==> src/rtl/decode_issue_stage.sv <==
// decode_issue_stage: instruction decode, register file read, scoreboard and issue.
// Optional macro DECODE_WB_BYPASS_EN forwards writeback data into the issue cycle.
module decode_issue_stage #(
    parameter int N     = 32,
    parameter int C     = 7,
    parameter int S     = 5,
    parameter int IMM_W = 15
) (
    input  logic         clock,
    input  logic         reset,
    input  logic         instr_valid,
    input  logic [N-1:0] instr,
    output logic         instr_ready,
    input  logic         wb_en,
    input  logic [S-1:0] wb_addr,
    input  logic [N-1:0] wb_data,
    output logic         enable_ex,
    output logic [N-1:0] src1,
    output logic [N-1:0] src2,
    output logic [N-1:0] imm,
    output logic [C-1:0] control_in,
    output logic [S-1:0] rd_out,
    output logic         stall
);

    localparam int R = 1 << S;

    typedef enum logic [1:0] {
        IDLE,
        RUN,
        STALL
    } state_t;

    state_t         state;
    logic [N-1:0]   rf [R];
    logic [R-1:0]   pending;
    logic [R-1:0]   pend_eff;
    logic [R-1:0]   wb_hit;
    logic [R-1:0]   set_hit;

    logic [C-1:0]   ctrl;
    logic [S-1:0]   rd;
    logic [S-1:0]   rs1;
    logic [S-1:0]   rs2;
    logic [N-1:0]   imm_ext;
    logic [2:0]     cls;
    logic           uses_rs2;
    logic           writes_rd;
    logic           hazard;
    logic           xfer;
    logic [N-1:0]   rd1;
    logic [N-1:0]   rd2;

    assign ctrl    = instr[31:25];
    assign rd      = instr[24:20];
    assign rs1     = instr[19:15];
    assign rs2     = instr[14:10];
    assign imm_ext = {{(N-IMM_W){instr[IMM_W-1]}}, instr[IMM_W-1:0]};
    assign cls     = ctrl[6:4];

    // Instruction class decides which operands matter to the scoreboard.
    always_comb begin
        uses_rs2  = 1'b0;
        writes_rd = 1'b0;
        unique case (1'b1)
            (cls == 3'b000): begin
                uses_rs2  = 1'b1;
                writes_rd = 1'b1;
            end
            (cls == 3'b001), (cls == 3'b010): writes_rd = 1'b1;
            (cls == 3'b011), (cls == 3'b100): uses_rs2  = 1'b1;
            default: ;
        endcase
    end

    assign wb_hit  = wb_en ? ({{(R-1){1'b0}}, 1'b1} << wb_addr) : '0;
    assign set_hit = (xfer && writes_rd && rd != '0)
                   ? ({{(R-1){1'b0}}, 1'b1} << rd) : '0;

`ifdef DECODE_WB_BYPASS_EN
    assign pend_eff = pending & ~wb_hit;
`else
    assign pend_eff = pending;
`endif

    assign hazard = pend_eff[rs1]
                  | (uses_rs2 & pend_eff[rs2])
                  | (writes_rd & pend_eff[rd]);

    assign instr_ready = ~reset & (state != IDLE) & ~hazard;
    assign xfer        = instr_valid & instr_ready;

    // Operand read: r0 is hardwired zero, optional same-cycle forwarding.
    always_comb begin
        rd1 = (rs1 == '0) ? '0 : rf[rs1];
        rd2 = (rs2 == '0) ? '0 : rf[rs2];
`ifdef DECODE_WB_BYPASS_EN
        if (wb_en && wb_addr == rs1 && rs1 != '0) rd1 = wb_data;
        if (wb_en && wb_addr == rs2 && rs2 != '0) rd2 = wb_data;
`endif
    end

    // Control FSM; stall is registered alongside the state.
    always_ff @(posedge clock) begin
        if (reset) begin
            state <= IDLE;
            stall <= 1'b0;
        end else begin
            case (state)
                IDLE: begin
                    state <= RUN;
                    stall <= 1'b0;
                end
                RUN: begin
                    if (instr_valid && hazard) begin
                        state <= STALL;
                        stall <= 1'b1;
                    end
                end
                STALL: begin
                    if (!instr_valid || !hazard) begin
                        state <= RUN;
                        stall <= 1'b0;
                    end
                end
                default: begin
                    state <= IDLE;
                    stall <= 1'b0;
                end
            endcase
        end
    end

    // Register file write port; a writeback during reset is dropped.
    always_ff @(posedge clock) begin
        if (reset) begin
            for (int i = 0; i < R; i++) rf[i] <= '0;
        end else if (wb_en && wb_addr != '0) begin
            rf[wb_addr] <= wb_data;
        end
    end

    // Scoreboard: writeback clears, issue sets, set wins on collision.
    always_ff @(posedge clock) begin
        if (reset) begin
            pending <= '0;
        end else begin
            pending <= (pending & ~wb_hit) | set_hit;
        end
    end

    // Issue registers: pulse enable_ex, hold operands until next issue.
    always_ff @(posedge clock) begin
        if (reset) begin
            enable_ex  <= 1'b0;
            src1       <= '0;
            src2       <= '0;
            imm        <= '0;
            control_in <= '0;
            rd_out     <= '0;
        end else begin
            enable_ex <= xfer;
            if (xfer) begin
                src1       <= rd1;
                src2       <= rd2;
                imm        <= imm_ext;
                control_in <= ctrl;
                rd_out     <= rd;
            end
        end
    end

endmodule
==> config.mk <==
export PLATFORM = sky130hd
export DESIGN_NAME = decode_issue_stage
export DESIGN_NICKNAME = d
export VERILOG_FILES = /design/src/rtl/decode_issue_stage.sv
export SDC_FILE = /design/constraint.sdc
export NUM_CORES = 2
export LEC_CHECK = 0
export CAP_MARGIN = 20
export CORE_UTILIZATION = 45
export CTS_BUF_LIST = sky130_fd_sc_hd__clkbuf_4 sky130_fd_sc_hd__clkbuf_8 sky130_fd_sc_hd__clkbuf_16
export CTS_CLUSTER_SIZE = 8
export DETAILED_ROUTE_END_ITERATION = 16
export PLACE_DENSITY = 0.63
export RECOVER_POWER = 100
export SYNTH_ARGS = -nofsm -noshare
export SYNTH_HDL_FRONTEND = slang
export SYNTH_SLANG_ARGS = --single-unit
export TNS_END_PERCENT = 5
==> constraint.sdc <==
create_clock -name clock -period 6.8 [get_ports clock]
set_input_delay 1.36 -clock clock [delete_from_list [all_inputs] [get_ports clock]]
set_output_delay 1.36 -clock clock [all_outputs]
set_load 0.03 [all_outputs]
## Yosys cells after proc, flatten, opt, wreduce, memory -nomap -nowiden

Memory sizes are Yosys's and may differ from the RTL's.
Index checks and enable logic that the tools add are counted.

- Input port bits: 73
- Word-level logic and storage cells: 79
- Memories kept: 1
- Memory bits (writable): 1024
- Bits in registers: 127

Memory list:

| name | depth | bits a word | rd ports | clocked after Yosys merged registers in | wr ports | line | source |
|---|---|---|---|---|---|---|---|
| rf | 32 | 32 | 2 | 0 | 32 | 35 | `logic [N-1:0] rf [R];` |

- Shift operators: 2
- Order comparisons: 3
- Muxes and demuxes: 26
- Eq/ne operators: 8
- Bitwise gates (word level): 12
- Reduce and logical (&&, ||, !) cells: 18

Operators by type and width:

| operator | count |
|---|---|
| $mux 32 | 5 |
| $shl 1x5->32 const A | 2 |
| $and 32x32->32 | 1 |
| $not 32->32 | 1 |
| $or 32x32->32 | 1 |
| $reduce_or 32->1 | 1 |
| $lt 5x6->1 const B | 3 |
| $bmux 1 s5 | 3 |
| $mux 1 | 13 |
| $logic_not 5->1 | 2 |
| $reduce_bool 5->1 | 2 |
| $eq 3x2->1 const B | 2 |
| $pmux 2 s3 | 1 |
| $reduce_or 3->1 | 2 |
| $and 1x1->1 | 5 |
| $mux 5 | 1 |
| $logic_and 1x1->1 | 4 |
| $mux 2 | 2 |
| $ne 2x2->1 const B | 2 |
| $eq 3x1->1 const B | 1 |
| $eq 3x3->1 const B | 1 |
| $logic_not 3->1 | 1 |
| $eq 2x1->1 const B | 1 |
| $eq 2x2->1 const B | 1 |
| 8 further kinds | 11 |

## Longest topological paths before layout

- Word-level depth: 13
- Gate-level depth with buffers: 11
- Mapped depth without buffers: 6

## Worst setup path after synthesis

No wires, ideal clock.

- Path kind: input-to-output
- Start point: in instr[17]
- End point: out instr_ready
- Stages on the path: 7
- Required time: 5.440 ns
- Setup slack: 1.733 ns
- Arrival: 3.707 ns
- Cell sequence: buf_2 -> mux4_2 -> mux4_2 -> mux2_2 -> inv_1 -> nand3_1 -> nor3_1

- Cells in the longest elaborated chain, start to end: 6

RTL lines:

| item | line | source |
|---|---|---|
| start, declared | 12 | `input logic [N-1:0] instr,` |
| $bmux 1 s5 | 86 | `assign hazard = pend_eff[rs1]` |
| $mux 1 (implied by the code) | 86 |  |
| $or 1x1->1 | 87 | `\| (uses_rs2 & pend_eff[rs2])` |
| $or 1x1->1 | 88 | `\| (writes_rd & pend_eff[rd]);` |
| $not 1->1 | 90 | `assign instr_ready = ~reset & (state != IDLE) & ~hazard;` |
| $and 1x1->1 | 90 |  |
| end, declared | 13 | `output logic instr_ready,` |

No other way between the ends. The select of a mux whose other input is x is not followed.

==> impl_metrics.prom <==
# TYPE chip_impl_metric gauge
chip_impl_info{name="outcome",value="finished, violations left"} 1
chip_impl_info{name="violations_in_the_final_reports",value="capacitance limit, slew limit"} 1
chip_impl_metric{name="fp-row-count",unit=""} 133
chip_impl_metric{name="ctsHtreeMaxLevel",unit=""} 4
chip_impl_metric{name="post_drt_via_cell_ratio",unit=""} 6.411
chip_impl_metric{name="cts.clk_slew.worst_paths",unit="ns"} 0.05
chip_impl_metric{name="synth.ff_latch_count",unit=""} 1150
chip_impl_metric{name="post_cts.repair.setup_buffers",unit=""} 0
chip_impl_metric{name="finish_stage_setup_viols",unit=""} 0
chip_impl_metric{name="grt_pass1_vias",unit=""} 36060
chip_impl_metric{name="overflow",unit=""} 0
chip_impl_metric{name="synth.cell_area",unit="mm²"} 0.05999
chip_impl_metric{name="power_density",unit="mW/mm²"} 264.9
chip_impl_metric{name="io_buffer_count",unit=""} 183
chip_impl_metric{name="ys_types",unit=""} 42
chip_impl_metric{name="drt_first_iter_violations",unit=""} 5354
chip_impl_info{name="cts_tree",value="done"} 1
chip_impl_metric{name="synth_warnings",unit=""} 0
chip_impl_info{name="rsz0062_at_grt",value="false"} 1
chip_impl_metric{name="final_core_util",unit="%"} 51.80
chip_impl_metric{name="avgSynthCellArea",unit="µm²"} 15.93
chip_impl_metric{name="drt_wl_total",unit="mm"} 198.2
chip_impl_metric{name="final-max-slew-violation-count",unit=""} 652
chip_impl_info{name="worst_setup_path_start_kind",value="input pin"} 1
chip_impl_metric{name="avgRoutedWirePerCell",unit="µm"} 34.88
chip_impl_metric{name="globalRouteTotalUtil",unit="%"} 29.51
chip_impl_metric{name="final_layout_size_suffix_gt1_share",unit="%"} 28.59
chip_impl_metric{name="ios",unit=""} 184
chip_impl_metric{name="area.growth.synth_to_final",unit="%"} 13.80
chip_impl_metric{name="worst_slew_margin_relative_to_its_limit",unit="%"} -132.1
chip_impl_metric{name="vdd_drop_max",unit="V"} 0.0002992
chip_impl_metric{name="insertion_delay_of_the_later_clocked_pin_in_the_worst_skew_pair",unit="ns"} 0.80
chip_impl_metric{name="drc",unit=""} 0
chip_impl_metric{name="number_of_antenna_violations_at_the_first_check_in_global_routing",unit=""} 27
chip_impl_metric{name="period_needed",unit="ns"} 6.386
chip_impl_info{name="min-delay-path-class",value="flip-flop to flip-flop"} 1
chip_impl_metric{name="tightestPinTransition",unit="ns"} 3.481
chip_impl_metric{name="worst_ep_required_time",unit="ns"} 7.28
chip_impl_metric{name="path_max_fanout",unit=""} 69
chip_impl_metric{name="dieHeight",unit="µm"} 367.1
chip_impl_metric{name="post_cts_hold_buffer_count",unit=""} 0
chip_impl_info{name="timing.setup.critical_path_class",value="input pin to flip-flop"} 1
chip_impl_info{name="crit_path_end_kind",value="flip-flop"} 1
chip_impl_metric{name="finalSetupTns",unit="ns"} 0
chip_impl_metric{name="dp_hpwl",unit="mm"} 111.6
chip_impl_metric{name="ctsResizeCount",unit=""} 0
chip_impl_metric{name="worstPathArrival",unit="ns"} 6.87
chip_impl_metric{name="timing.fmax",unit="GHz"} 0.1566
chip_impl_metric{name="route.vias.total",unit=""} 36430
chip_impl_metric{name="cts_buffer_depth",unit=""} 3
chip_impl_metric{name="ant_nets",unit=""} 0
chip_impl_metric{name="leakage",unit="nW"} 23.46
chip_impl_metric{name="number_of_nets_in_the_layout",unit=""} 3907
chip_impl_metric{name="cap_violations",unit=""} 29
chip_impl_metric{name="largest_net_degree_at_the_start_of_global_routing",unit=""} 128
chip_impl_metric{name="cts_buffers",unit=""} 162
chip_impl_metric{name="finalCritPeriodShare",unit="%"} 93.91
chip_impl_metric{name="detailedRoute.firstPassIterationCount",unit=""} 5
chip_impl_metric{name="design.die.area",unit="mm²"} 0.1348
chip_impl_metric{name="gp_congestion",unit=""} 0.8368
chip_impl_metric{name="initial_core_util",unit="%"} 45.52
chip_impl_metric{name="die_x",unit="µm"} 367.1
chip_impl_metric{name="grt_pass1_wl",unit="mm"} 278.1
chip_impl_metric{name="core_region_area",unit="mm²"} 0.1318
chip_impl_metric{name="worst_hold_slack",unit="ns"} 0.5038
chip_impl_metric{name="clock-sinks",unit=""} 1150
chip_impl_metric{name="worst_clock_skew",unit="ns"} 0.03222
chip_impl_metric{name="seq_area_frac_synth",unit="%"} 55.46
chip_impl_info{name="cts_root_buf",value="sky130_fd_sc_hd__clkbuf_16"} 1
chip_impl_metric{name="hold_viol_final",unit=""} 0
chip_impl_metric{name="postSynthCellCount",unit=""} 3765
[path summary, 6_finish.rpt]
kind	from	end	slack [ns]	cells past startpoint
setup reg to reg	pend_eff[0]$_SDFF_PP0_	src1[5]$_SDFFE_PP0P_	2.03	7
setup / recovery	reset	rf[3][0]$_SDFFCE_PN0P_	0.41	5
hold reg to reg	pend_eff[18]$_SDFF_PP0_	pend_eff[18]$_SDFF_PP0_	0.50	2
hold / removal	pend_eff[18]$_SDFF_PP0_	pend_eff[18]$_SDFF_PP0_	0.50	2
[placed cells by master, fill, tap and decap left out, types with 5 or more instances in the layout]
cell,synthesis,final
sky130_fd_sc_hd__edfxtp_1,1024,1024
sky130_fd_sc_hd__and2_1,993,710
sky130_fd_sc_hd__mux4_2,665,665
sky130_fd_sc_hd__and2_0,0,283
sky130_fd_sc_hd__clkbuf_16,0,166
sky130_fd_sc_hd__dfxtp_1,126,126
sky130_fd_sc_hd__nor2b_1,115,115
sky130_fd_sc_hd__dlygate4sd3_1,0,111
sky130_fd_sc_hd__mux2i_1,72,72
sky130_fd_sc_hd__clkbuf_4,0,72
sky130_fd_sc_hd__nor2_1,98,70
sky130_fd_sc_hd__clkdlybuf4s50_1,0,61
sky130_fd_sc_hd__buf_4,20,61
sky130_fd_sc_hd__mux2_2,55,55
sky130_fd_sc_hd__mux2_1,38,38
sky130_fd_sc_hd__clkbuf_2,0,32
sky130_fd_sc_hd__conb_1,1,32
sky130_fd_sc_hd__inv_1,20,20
sky130_fd_sc_hd__nor2_4,0,17
sky130_fd_sc_hd__o21ai_0,17,17
sky130_fd_sc_hd__o32ai_1,17,17
sky130_fd_sc_hd__o31ai_1,14,14
sky130_fd_sc_hd__clkbuf_1,318,14
sky130_fd_sc_hd__nand3_1,11,12
sky130_fd_sc_hd__nand2_1,12,12
sky130_fd_sc_hd__nor2_2,0,11
sky130_fd_sc_hd__diode_2,0,10
sky130_fd_sc_hd__o21bai_2,0,9
sky130_fd_sc_hd__or2_2,14,7
sky130_fd_sc_hd__o21bai_1,15,6
sky130_fd_sc_hd__nor3_1,5,6
sky130_fd_sc_hd__inv_6,0,6
sky130_fd_sc_hd__nand2b_1,5,5
sky130_fd_sc_hd__buf_8,0,5
[flip-flops by register name, summed over array words and instances, names as in the netlist]
name and count:
imm 15, src2 32, stall 1, state 1
rf 1024, pend_eff 32, control_in 7, enable_ex 1
rd_out 5, src1 32
[synth_stat cells]
cell	count	area, µm²
sky130_fd_sc_hd__nand3b_1	4	30.03
sky130_fd_sc_hd__or2_2	14	87.58
sky130_fd_sc_hd__nor3_2	1	10.01
sky130_fd_sc_hd__and2_1	993	6212
sky130_fd_sc_hd__a21boi_0	1	7.510
sky130_fd_sc_hd__nand3_1	11	55.05
sky130_fd_sc_hd__mux4_2	665	14980
sky130_fd_sc_hd__nor3_1	5	25.02
sky130_fd_sc_hd__conb_1	1	3.750
sky130_fd_sc_hd__a22oi_1	1	7.510
sky130_fd_sc_hd__buf_2	10	50.05
sky130_fd_sc_hd__clkbuf_1	318	1194
sky130_fd_sc_hd__nand2b_1	5	31.28
sky130_fd_sc_hd__nand4b_1	1	8.760
sky130_fd_sc_hd__buf_4	20	150.1
sky130_fd_sc_hd__edfxtp_1	1024	30750
sky130_fd_sc_hd__dfxtp_1	126	2522
sky130_fd_sc_hd__a31o_2	1	8.760
sky130_fd_sc_hd__or3_1	1	6.260
sky130_fd_sc_hd__mux2i_1	72	720.7
sky130_fd_sc_hd__o32ai_1	17	148.9
sky130_fd_sc_hd__o21ai_0	17	85.08
sky130_fd_sc_hd__nor2_1	98	367.9
sky130_fd_sc_hd__a21o_1	5	37.54
sky130_fd_sc_hd__mux2_1	38	427.9
sky130_fd_sc_hd__buf_1	67	251.5
sky130_fd_sc_hd__nand2_1	12	45.04
sky130_fd_sc_hd__o31ai_1	14	105.1
sky130_fd_sc_hd__o2111ai_1	2	17.52
sky130_fd_sc_hd__o21bai_1	15	112.6
sky130_fd_sc_hd__a21oi_1	4	20.02
sky130_fd_sc_hd__mux2_2	55	619.3
sky130_fd_sc_hd__and3_1	1	6.260
sky130_fd_sc_hd__nor4bb_1	1	10.01
sky130_fd_sc_hd__nor4_1	2	12.51
sky130_fd_sc_hd__or4b_2	1	10.01
sky130_fd_sc_hd__inv_1	20	75.07
sky130_fd_sc_hd__or4_1	1	7.510
sky130_fd_sc_hd__buf_6	2	22.52
sky130_fd_sc_hd__nand4_1	3	18.77
sky130_fd_sc_hd__nor2b_1	115	719.4
sky130_fd_sc_hd__nand3_2	1	10.01
[power by group]
part | total, mW | internal [mW] | switching, mW
Clock | 7.79 | 4.72 | 3.07
Sequential | 8.27 | 8.09 | 0.186
Combinational | 2.02 | 0.900 | 1.12
Total | 18.1 | 13.7 | 4.38
[final cells by class]
cell class | instances | area, µm²
fillers | 10680 | 63530
inverters | 20 | 75.07
repair buffers | 291 | 2585
multi-input cells | 2209 | 25280
flip-flops and latches | 1150 | 33270
clock inverters | 11 | 141.4
diodes | 10 | 25.02
clock buffers | 237 | 4687
well taps | 1755 | 2196
[cell families after synthesis]
group / after synthesis / synth area share (%)
simple gates: 1270 / 12.79
other cells: 1 / 0.006251
buf+inv: 437 / 2.905
mux: 830 / 27.91
compound gates: 77 / 0.9178
flops: 1150 / 55.46
[critical path, cell delays in order]
cell                       delay, ns
sky130_fd_sc_hd__clkbuf_1       2.40
sky130_fd_sc_hd__buf_4          1.02
sky130_fd_sc_hd__or2_0          0.76
sky130_fd_sc_hd__clkbuf_2       0.92
sky130_fd_sc_hd__buf_4          0.31
[metrics by stage]
stage	worst slack (ns)	cells	area, µm²	power, mW
6_report	0.4144	5683	68270	18.08
5_1_grt	0.2697	5675	68250	18.54
4_1_cts	0.6667	5670	68550	18.17
3_5_place_dp	0.6627	5422	63730	10.43
3_3_place_gp	0.5456	5422	63730	10.40
2_1_floorplan	1.733	3796	60100	9.647
[per-layer routing]
layer | track usage [%] | wire [µm] | up-vias
met5 | 0 | 60 | -
met4 | 9.736 | 6748 | 10
met3 | 6.598 | 21900 | 431
met2 | 46.40 | 92790 | 2332
met1 | 40.77 | 76740 | 19130
li1 | - | - | 14530
Note: power is estimated with default switching activity, not from simulation.
